==> src/rtl/store_pkg.sv <==
// Shared types and helpers for the store data packer.
// Latency: none, declarations only.
// Backpressure: not applicable.
package store_pkg;

   typedef enum logic [1:0] {
      SZ_B   = 2'b00,
      SZ_H   = 2'b01,
      SZ_W   = 2'b10,
      SZ_ILL = 2'b11
   } size_e;

   typedef enum logic {
      IDLE   = 1'b0,
      SECOND = 1'b1
   } state_e;

   localparam int LANES = 4;

   // Source fields of a store, kept so the second beat of a split can be rebuilt.
   typedef struct packed {
      logic [31:0] dat;
      size_e       size;
      logic [1:0]  off;
   } sreq_t;

   function automatic logic [2:0] size_bytes(input size_e s);
      case (s)
         SZ_B:    return 3'd1;
         SZ_H:    return 3'd2;
         SZ_W:    return 3'd4;
         default: return 3'd0;
      endcase
   endfunction

endpackage

==> src/rtl/store_lane_shifter.sv <==
// Positions a truncated store value onto byte lanes of one of its two word beats.
// Latency: combinational.
// Backpressure: none, pure function of its inputs.
module store_lane_shifter
   import store_pkg::*;
(
   input  logic [31:0]      data,
   input  size_e            size,
   input  logic [1:0]       off,
   input  logic             beat_sel,
   output logic [31:0]      lane_dat,
   output logic [LANES-1:0] lane_bweb,
   output logic             crosses
);

   logic [2:0]  n;
   logic [31:0] trunc;
   logic [63:0] wide;
   logic [7:0]  be_n;
   logic [7:0]  be;

   always_comb begin
      n = size_bytes(size);
      case (size)
         SZ_B:    trunc = {24'd0, data[7:0]};
         SZ_H:    trunc = {16'd0, data[15:0]};
         SZ_W:    trunc = data;
         default: trunc = 32'd0;
      endcase
      // Shift across a two-word window; the upper word is the spill into the next beat.
      wide    = {32'd0, trunc} << {off, 3'b000};
      be_n    = (8'd1 << n) - 8'd1;
      be      = be_n << off;
      crosses = ({1'b0, off} + n) > 3'd4;
      if (beat_sel) begin
         lane_dat  = wide[63:32];
         lane_bweb = ~be[7:4];
      end else begin
         lane_dat  = wide[31:0];
         lane_bweb = ~be[3:0];
      end
   end

endmodule

==> src/rtl/store_data_packer.sv <==
// Turns byte/half/word stores into word-aligned SRAM write beats, splitting word-crossers.
// Latency: first beat registered on the accepting edge; second beat after the first is taken.
// Backpressure: in_ready drops while a beat stalls or a split is in progress.
module store_data_packer
   import store_pkg::*;
#(
   parameter int ADDR_W   = 32,
   parameter int DATA_W   = 32,
   parameter bit SPLIT_EN = 1'b1
) (
   input  logic              clk,
   input  logic              rst,
   input  logic              in_valid,
   output logic              in_ready,
   input  logic [ADDR_W-1:0] in_addr,
   input  logic [DATA_W-1:0] in_data,
   input  logic [1:0]        in_size,
   output logic              out_valid,
   input  logic              out_ready,
   output logic [ADDR_W-1:0] out_addr,
   output logic [DATA_W-1:0] out_data,
   output logic [3:0]        out_bweb,
   output logic              err
);

   if (DATA_W != 32) begin : g_data_w_check
      $error("store_data_packer supports DATA_W = 32 only");
   end

   state_e            state;
   logic              sec_pend;
   sreq_t             sav;
   logic [ADDR_W-1:0] sav_addr;

   sreq_t             sh_req;
   logic              sh_sel;
   logic [31:0]       sh_dat;
   logic [LANES-1:0]  sh_bweb;
   logic              sh_crosses;

   logic              accept;
   logic              consume;
   logic              reject;
   logic [ADDR_W-1:0] word_addr;

   // In SECOND the shifter rebuilds the spill beat from the saved request.
   always_comb begin
      if (state == SECOND) begin
         sh_req = sav;
         sh_sel = 1'b1;
      end else begin
         sh_req.dat  = in_data;
         sh_req.size = size_e'(in_size);
         sh_req.off  = in_addr[1:0];
         sh_sel      = 1'b0;
      end
   end

   store_lane_shifter u_shifter (
      .data      (sh_req.dat),
      .size      (sh_req.size),
      .off       (sh_req.off),
      .beat_sel  (sh_sel),
      .lane_dat  (sh_dat),
      .lane_bweb (sh_bweb),
      .crosses   (sh_crosses)
   );

   assign in_ready  = (state == IDLE) && (!out_valid || out_ready);
   assign accept    = in_valid && in_ready;
   assign consume   = out_valid && out_ready;
   assign reject    = (in_size == SZ_ILL) || (sh_crosses && (SPLIT_EN == 1'b0));
   assign word_addr = {in_addr[ADDR_W-1:2], 2'b00};

   always_ff @(posedge clk) begin
      if (rst) begin
         state     <= IDLE;
         sec_pend  <= 1'b0;
         sav       <= '0;
         sav_addr  <= '0;
         out_valid <= 1'b0;
         out_addr  <= '0;
         out_data  <= '0;
         out_bweb  <= 4'hF;
         err       <= 1'b0;
      end else begin
         err <= 1'b0;
         if (state == IDLE) begin
            if (consume) begin
               out_valid <= 1'b0;
            end
            if (accept) begin
               if (reject) begin
                  err <= 1'b1;
               end else begin
                  out_valid <= 1'b1;
                  out_addr  <= word_addr;
                  out_data  <= sh_dat;
                  out_bweb  <= sh_bweb;
                  if (sh_crosses) begin
                     state    <= SECOND;
                     sec_pend <= 1'b1;
                     sav      <= sh_req;
                     sav_addr <= word_addr + ADDR_W'(4);
                  end
               end
            end
         end else if (consume) begin
            if (sec_pend) begin
               sec_pend <= 1'b0;
               out_addr <= sav_addr;
               out_data <= sh_dat;
               out_bweb <= sh_bweb;
            end else begin
               out_valid <= 1'b0;
               state     <= IDLE;
            end
         end
      end
   end

endmodule

==> config.mk <==
export PLATFORM = sky130hd
export DESIGN_NAME = store_data_packer
export DESIGN_NICKNAME = d
export VERILOG_FILES = /design/src/rtl/store_pkg.sv /design/src/rtl/store_lane_shifter.sv /design/src/rtl/store_data_packer.sv
export SDC_FILE = /design/constraint.sdc
export NUM_CORES = 1
export LEC_CHECK = 0
export BUFFER_PORTS_ARGS = -buffer_cell sky130_fd_sc_hd__buf_2
export CAP_MARGIN = 10
export CORE_MARGIN = 2
export CORE_UTILIZATION = 55
export DETAILED_ROUTE_END_ITERATION = 8
export MAX_ROUTING_LAYER = met4
export PLACE_DENSITY = 0.91
export SKIP_LAST_GASP = 1
export SLEW_MARGIN = 5
export SYNTH_ARGS = -nofsm -noshare
export SYNTH_HDL_FRONTEND = slang
export SYNTH_SLANG_ARGS = --single-unit
export TNS_END_PERCENT = 100
==> constraint.sdc <==
create_clock -name clk -period 3.6 [get_ports clk]
set_clock_uncertainty 0.05 [all_clocks]
set_input_delay 0.36 -clock clk [delete_from_list [all_inputs] [get_ports clk]]
set_output_delay 0.36 -clock clk [all_outputs]
set_load 0.03 [all_outputs]
==> impl_metrics.yaml, run 1 <==
status:
  status: "complete, no violations"
clock_network:
  root_buffer: "clkbuf_16"
  clock_path_buffers: 2
  cts_hold_repair.buffers: 0
  clkSlewWorstSetupHoldPaths_ns: 0.05
  clock_sinks: 136
  insertion_delay_ns: 0.42
  cts_htree_levels: 4
  post_cts_buffers: 0
  cts_buffers: 17
  ctsResizeCount: 0
  cts_tree: "built"
power_and_ir_drop:
  power_per_cell_area_nw_per_um2: 532
  vdd_ir_drop_max_mv: 0.335
  leakage_nw: 3.31
logic_synthesis:
  synthArstFlopShare_pct: 0
  synth_top_family_by_area: "simple AND/OR/NAND/NOR gates"
  synth_edf_count: 0
  synth-simple-area-share_pct: 23.5
  ys_seq_area_share_pct: 36.2
  synthXorXnorAreaFrac_pct: 3.50
  ys_ff_latch: 136
  syn-instance-count: 892
  muxShareOfSynthArea_pct: 9.59
  ys.flop_type: "dfxtp_1"
  synthDistinctLibCells: 64
  syn_avg_cell_area_um2: 8.42
  ys.warnings.count: 0
  synth_compound_gate_area_share_pct: 19.9
  yosys.area_share.adder_pct: 1.43
  syn_area_um2: 7510
drt:
  dr_wl_met3_um: 1820
  ant_nets: 0
  drt-wirelength-per-cell_um: 17.8
  dr.pass1.iters: 6
  highest_layer: "met4"
  num_vias: 7176
  drt_iter0_markers: 865
  drt-vias-per-instance: 6.09
  route.detailed.drc: 0
  drt-total-wl_um: 21000
  wl_met2_um: 9960
  wl_met1_um: 8380
sta:
  tns_ns: 0
  finalHoldViolCount: 0
  fmax_ghz: 0.306
  max_slew.worst_pin.slew_ns: 0.917
  rsz0062_at_grt: "no"
  slew_viol_final: 0
  post-route-period-util_pct: 90.7
  finalSetupViolations: 0
  period_needed_ns: 3.26
  max-slew-margin-rel_pct: 38.8
worst_hold_path:
  hp-class: "input port to flip-flop"
  holdCritStartpoint: "in_data[13]"
worst_setup_path:
  end_kind: "flip-flop"
  critPathLaunch: "state"
  r2r_cells: 11
  crit_path_end: "sav_addr[25]"
  critical_path_class: "flip-flop to flip-flop"
  cp_max_fo: 30
  reg2reg_from: "state"
  r2r_slack_ns: 0.34
  r2r-end: "sav_addr[25]"
  critPathLaunchType: "flip-flop"
  crit_arrival_ns: 3.54
  required_ns: 3.87
floorplan:
  start_util_pct: 56.5
  die_h_um: 121
  die_area_um2: 14600
  coreArea_um2: 13300
  die_width_um: 121
  io_pins: 141
  rows: 42
finish:
  drive_above_1_share_pct: 25.1
  final_common_cell: "nor2_1"
  finalNetCount: 1068
  final_cell_mix: "nor2_1 (155), buf_2 (137), dfxtp_1 (135)"
  fin_util_pct: 66.4
  area_growth_pct: 17.5
  diodes: 0
placement:
  gp_congestion: 0.909
  post-dp-hpwl_um: 14200
  io_buffer_count: 138
grt:
  grt_pass1_wl_um: 33600
  grt.overflow.total: 0
  track_usage_pct: 29.8
  grt_pass1_vias: 6767
  grt_max_degree: 84
  antenna_found_initial: 0
run:
  cap_violations: 0
-- through the flow --
stage          setup slack (ns)  instances  hold slack (ns)  total power, W  cell area (um^2)
5_1_grt                  0.0555       1179            0.130         0.00489              8830
3_3_place_gp              0.491       1147            0.388         0.00283              8210
3_5_place_dp              0.372       1147            0.398         0.00286              8210
4_1_cts                   0.320       1179            0.128         0.00470              8830
6_report                  0.336       1179            0.136         0.00470              8830
2_1_floorplan             0.276        893            0.383         0.00256              7520
-- registers in the layout (all words and copies together), names as in the netlist --
| name | flops |
|---|---|
| state | 1 |
| out_bweb | 4 |
| sav | 36 |
| err | 1 |
| out_data | 32 |
| out_valid | 1 |
| sav_addr | 30 |
| sec_pend | 1 |
| out_addr | 30 |
-- final cells by class --
| class | count | area, um^2 |
|---|---|---|
| multi-input cells | 669 | 4370 |
| inverters | 12 | 45.0 |
| well taps | 176 | 220 |
| clock inverters | 9 | 145 |
| repair buffers | 154 | 851 |
| fillers | 1099 | 4460 |
| clock buffers | 23 | 478 |
| flip-flops and latches | 136 | 2730 |
-- where the power goes --
group          internal, W  total, W  switching, W  leakage [nW]
logic             0.000387   0.00111      0.000727          1.88
clock network      0.00121   0.00185      0.000640         0.311
registers          0.00165   0.00174     0.0000868          1.11
-- critical path, cell delays in order (launching register included) --
cell	delay [ns]
dfxtp_4	0.46
mux2i_1	0.41
ha_1	0.36
ha_1	0.19
inv_1	0.05
fa_1	0.37
xor2_1	0.15
a21oi_1	0.17
and2_4	0.41
buf_4	0.24
nor2_1	0.05
a211oi_1	0.24
-- worst min-delay path by stage --
stage / slack (ns) / end / cells after the start
after floorplan: 0.38 / sav[13] / 2
after global placement: 0.39 / sav[19] / 2
after detailed placement: 0.40 / sav[32] / 2
after CTS: 0.13 / sav[17] / 3
after global routing: 0.13 / sav[17] / 3
final: 0.14 / sav[17] / 3
-- per-layer routing --
layer	vias to the layer above	global-route usage, %
met5	-	-
met4	0	13.5
met3	74	7.14
met2	376	48.1
met1	3347	35.2
li1	3379	-
-- cells by family after synthesis --
group	count (synthesis)
flops	136
simple gates	362
compound gates	200
fa+ha+maj	8
buf+inv	88
xor+xnor	30
mux	67
other cells	1
-- synth_stat cells, drive strengths merged (2+ instances only) --
| master | n | area share, % |
|---|---|---|
| nand2b | 4 | 0.33 |
| and4 | 4 | 0.50 |
| nand3b | 2 | 0.20 |
| a311oi | 2 | 0.23 |
| nand4 | 6 | 0.90 |
| and2 | 10 | 0.83 |
| nor4b | 3 | 0.72 |
| o21ai | 18 | 1.2 |
| mux2 | 30 | 4.5 |
| and3 | 14 | 1.2 |
| nand3 | 31 | 2.3 |
| a21oi | 32 | 2.1 |
| o211ai | 3 | 0.30 |
| xor2 | 10 | 1.2 |
| xnor2 | 20 | 2.3 |
| dfxtp | 136 | 36 |
| clkbuf | 27 | 1.4 |
| a211o | 3 | 0.35 |
| nor3b | 2 | 0.20 |
| a21o | 9 | 0.90 |
| ha | 7 | 1.2 |
| a211oi | 90 | 9.8 |
| nor4 | 5 | 0.98 |
| o21bai | 3 | 0.35 |
| a22oi | 9 | 0.90 |
| nor2 | 156 | 7.8 |
| a221oi | 24 | 2.8 |
| nor2b | 9 | 0.75 |
| nor3 | 31 | 2.4 |
| mux2i | 37 | 5.1 |
| nand2 | 84 | 4.3 |
| inv | 11 | 0.55 |
| buf | 49 | 3.9 |
No activity file was read; power rests on OpenSTA's default activity.
==> run 2: changes to the inputs <==
==> constraint.sdc (replaced) <==
create_clock -name clk -period 3.65 [get_ports clk]
set_clock_uncertainty 0.05 [all_clocks]
set_input_delay 0.365 -clock clk [delete_from_list [all_inputs] [get_ports clk]]
set_output_delay 0.365 -clock clk [all_outputs]
set_load 0.03 [all_outputs]
==> impl_metrics.yaml, run 2 (synthesis results as in run 1) <==
drt:
  drt_iter0_markers: 986
  ant_nets: 0
  dr.pass1.iters: 7
  drt-wirelength-per-cell_um: 18.1
  drt-vias-per-instance: 6.10
  num_vias: 7202
  route.detailed.drc: 0
  drt-total-wl_um: 21300
worst_hold_path:
  holdCritStartpoint: "in_data[29]"
  hold-path-cell-count: 3
  hold_end: "sav[33]"
  hp-class: "input port to flip-flop"
sta:
  tns_ns: 0
  period_needed_ns: 3.04
  worst_slack_ns: 0.612
  slew_viol_final: 0
  finalHoldViolCount: 0
  max_slew.worst_pin.slew_ns: 0.972
  post-route-period-util_pct: 83.2
  fmax_ghz: 0.329
  rsz0062_at_grt: "no"
  max-slew-margin-rel_pct: 34.8
  finalSetupViolations: 0
clock_network:
  clock_path_buffers: 2
  clkSlewWorstSetupHoldPaths_ns: 0.06
  insertion_delay_ns: 0.43
  post_cts_buffers: 0
  cts_buffers: 17
  ctsResizeCount: 0
  root_buffer: "clkbuf_16"
  cts_hold_repair.buffers: 0
  clock_sinks: 136
  cts_tree: "built"
  cts_htree_levels: 4
finish:
  largest_registers: "sav: 36 flops, out_data: 32 flops"
  final_cell_mix: "nor2_1 (155), buf_2 (137), dfxtp_1 (135)"
  largest-register: "sav"
  final_common_cell: "nor2_1"
  largest_reg_flops: 36
  finalNetCount: 1068
  drive_above_1_share_pct: 25.3
  area_growth_pct: 18.8
floorplan:
  die_h_um: 121
  coreArea_um2: 13300
  die_width_um: 121
  rows: 42
  start_util_pct: 56.5
  io_pins: 141
  die_area_um2: 14600
grt:
  grt.overflow.total: 0
  track_usage_pct: 30.2
  grt_max_degree: 70
  grt_pass1_wl_um: 34300
  antenna_found_initial: 1
  grt_pass1_vias: 6986
worst_setup_path:
  critical_path_class: "flip-flop to flip-flop"
  r2r_cells: 11
  critPathLaunchType: "flip-flop"
  end_kind: "flip-flop"
  r2r-end: "sav[21]"
  reg2reg_from: "state"
  crit_arrival_ns: 3.28
  cp_max_fo: 26
  r2r_slack_ns: 0.61
  required_ns: 3.90
status:
  status: "complete, no violations"
power_and_ir_drop:
  power_per_cell_area_nw_per_um2: 550
  vdd_ir_drop_max_mv: 0.515
  leakage_nw: 3.33
run:
  cap_violations: 0
placement:
  gp_congestion: 0.943
  io_buffer_count: 138
  post-dp-hpwl_um: 14300
  dp_slack_ns: 0.582
-- run 2: changes by cell type in the layout (fill, tap and decap cells not counted) --
cell	before	now
bufinv_16	4	8
clkinv_2	5	2
clkinvlp_4	0	3
clkbuf_1	3	1
clkbuf_8	3	1
diode_2	0	1
-- run 2: stage by stage --
step                util [%]  power [W]  hold WS (ns)  std cells  instance area, um^2
floorplan                  -    0.00253         0.383        893                 7520
global placement        61.7    0.00279         0.387       1147                 8210
detailed placement      61.7    0.00282         0.395       1147                 8210
CTS                     67.1    0.00490         0.134       1179                 8920
global route            67.1    0.00509         0.149       1180                 8930
finish                  67.1    0.00491         0.143       1180                 8930
-- run 2: critical path: stages, from the launching register on --
cell and delay [ns]:
dfxtp_4 0.37, mux2i_1 0.39, ha_1 0.36, ha_1 0.19
inv_1 0.04, fa_1 0.36, xor2_1 0.15, a21oi_1 0.18
nand2_1 0.34, buf_12 0.29, nor2_1 0.13, nor3_1 0.05
-- run 2: how the worst max path moves through the flow --
stage          endpoint        from  cells after the start  slack [ns]
6_report        sav[21]       state                     11        0.61
5_1_grt         sav[22]       state                     11        0.38
4_1_cts          sav[0]       state                     10        0.63
3_5_place_dp     sav[0]  in_size[0]                     11        0.58
3_3_place_gp     sav[0]  in_size[0]                     11        0.71
2_1_floorplan   sav[28]       state                     16        0.33
-- run 2: power breakdown --
group          internal, W  total [W]  switching, W
Clock              0.00143    0.00209      0.000652
Sequential         0.00163    0.00172     0.0000856
Combinational     0.000385    0.00111      0.000723
-- run 2: cell type report --
type                            instances  area [um^2]
Inverter                               12         45.0
Clock buffer                           19          443
Antenna cell                            1         2.50
Sequential cell                       136         2730
Clock inverter                         13          273
Fill cell                            1060         4370
Tap cell                              176          220
Multi-Input combinational cell        669         4370
Timing Repair Buffer                  154          851
-- run 2: routing by layer --
layer / track usage, % / vias up / wire, um
met4: 11.6 / 0 / 455
met5: - / - / 0
li1: - / 3373 / -
met1: 35.9 / 3402 / 8350
met3: 6.67 / 51 / 1880
met2: 49.9 / 376 / 10600
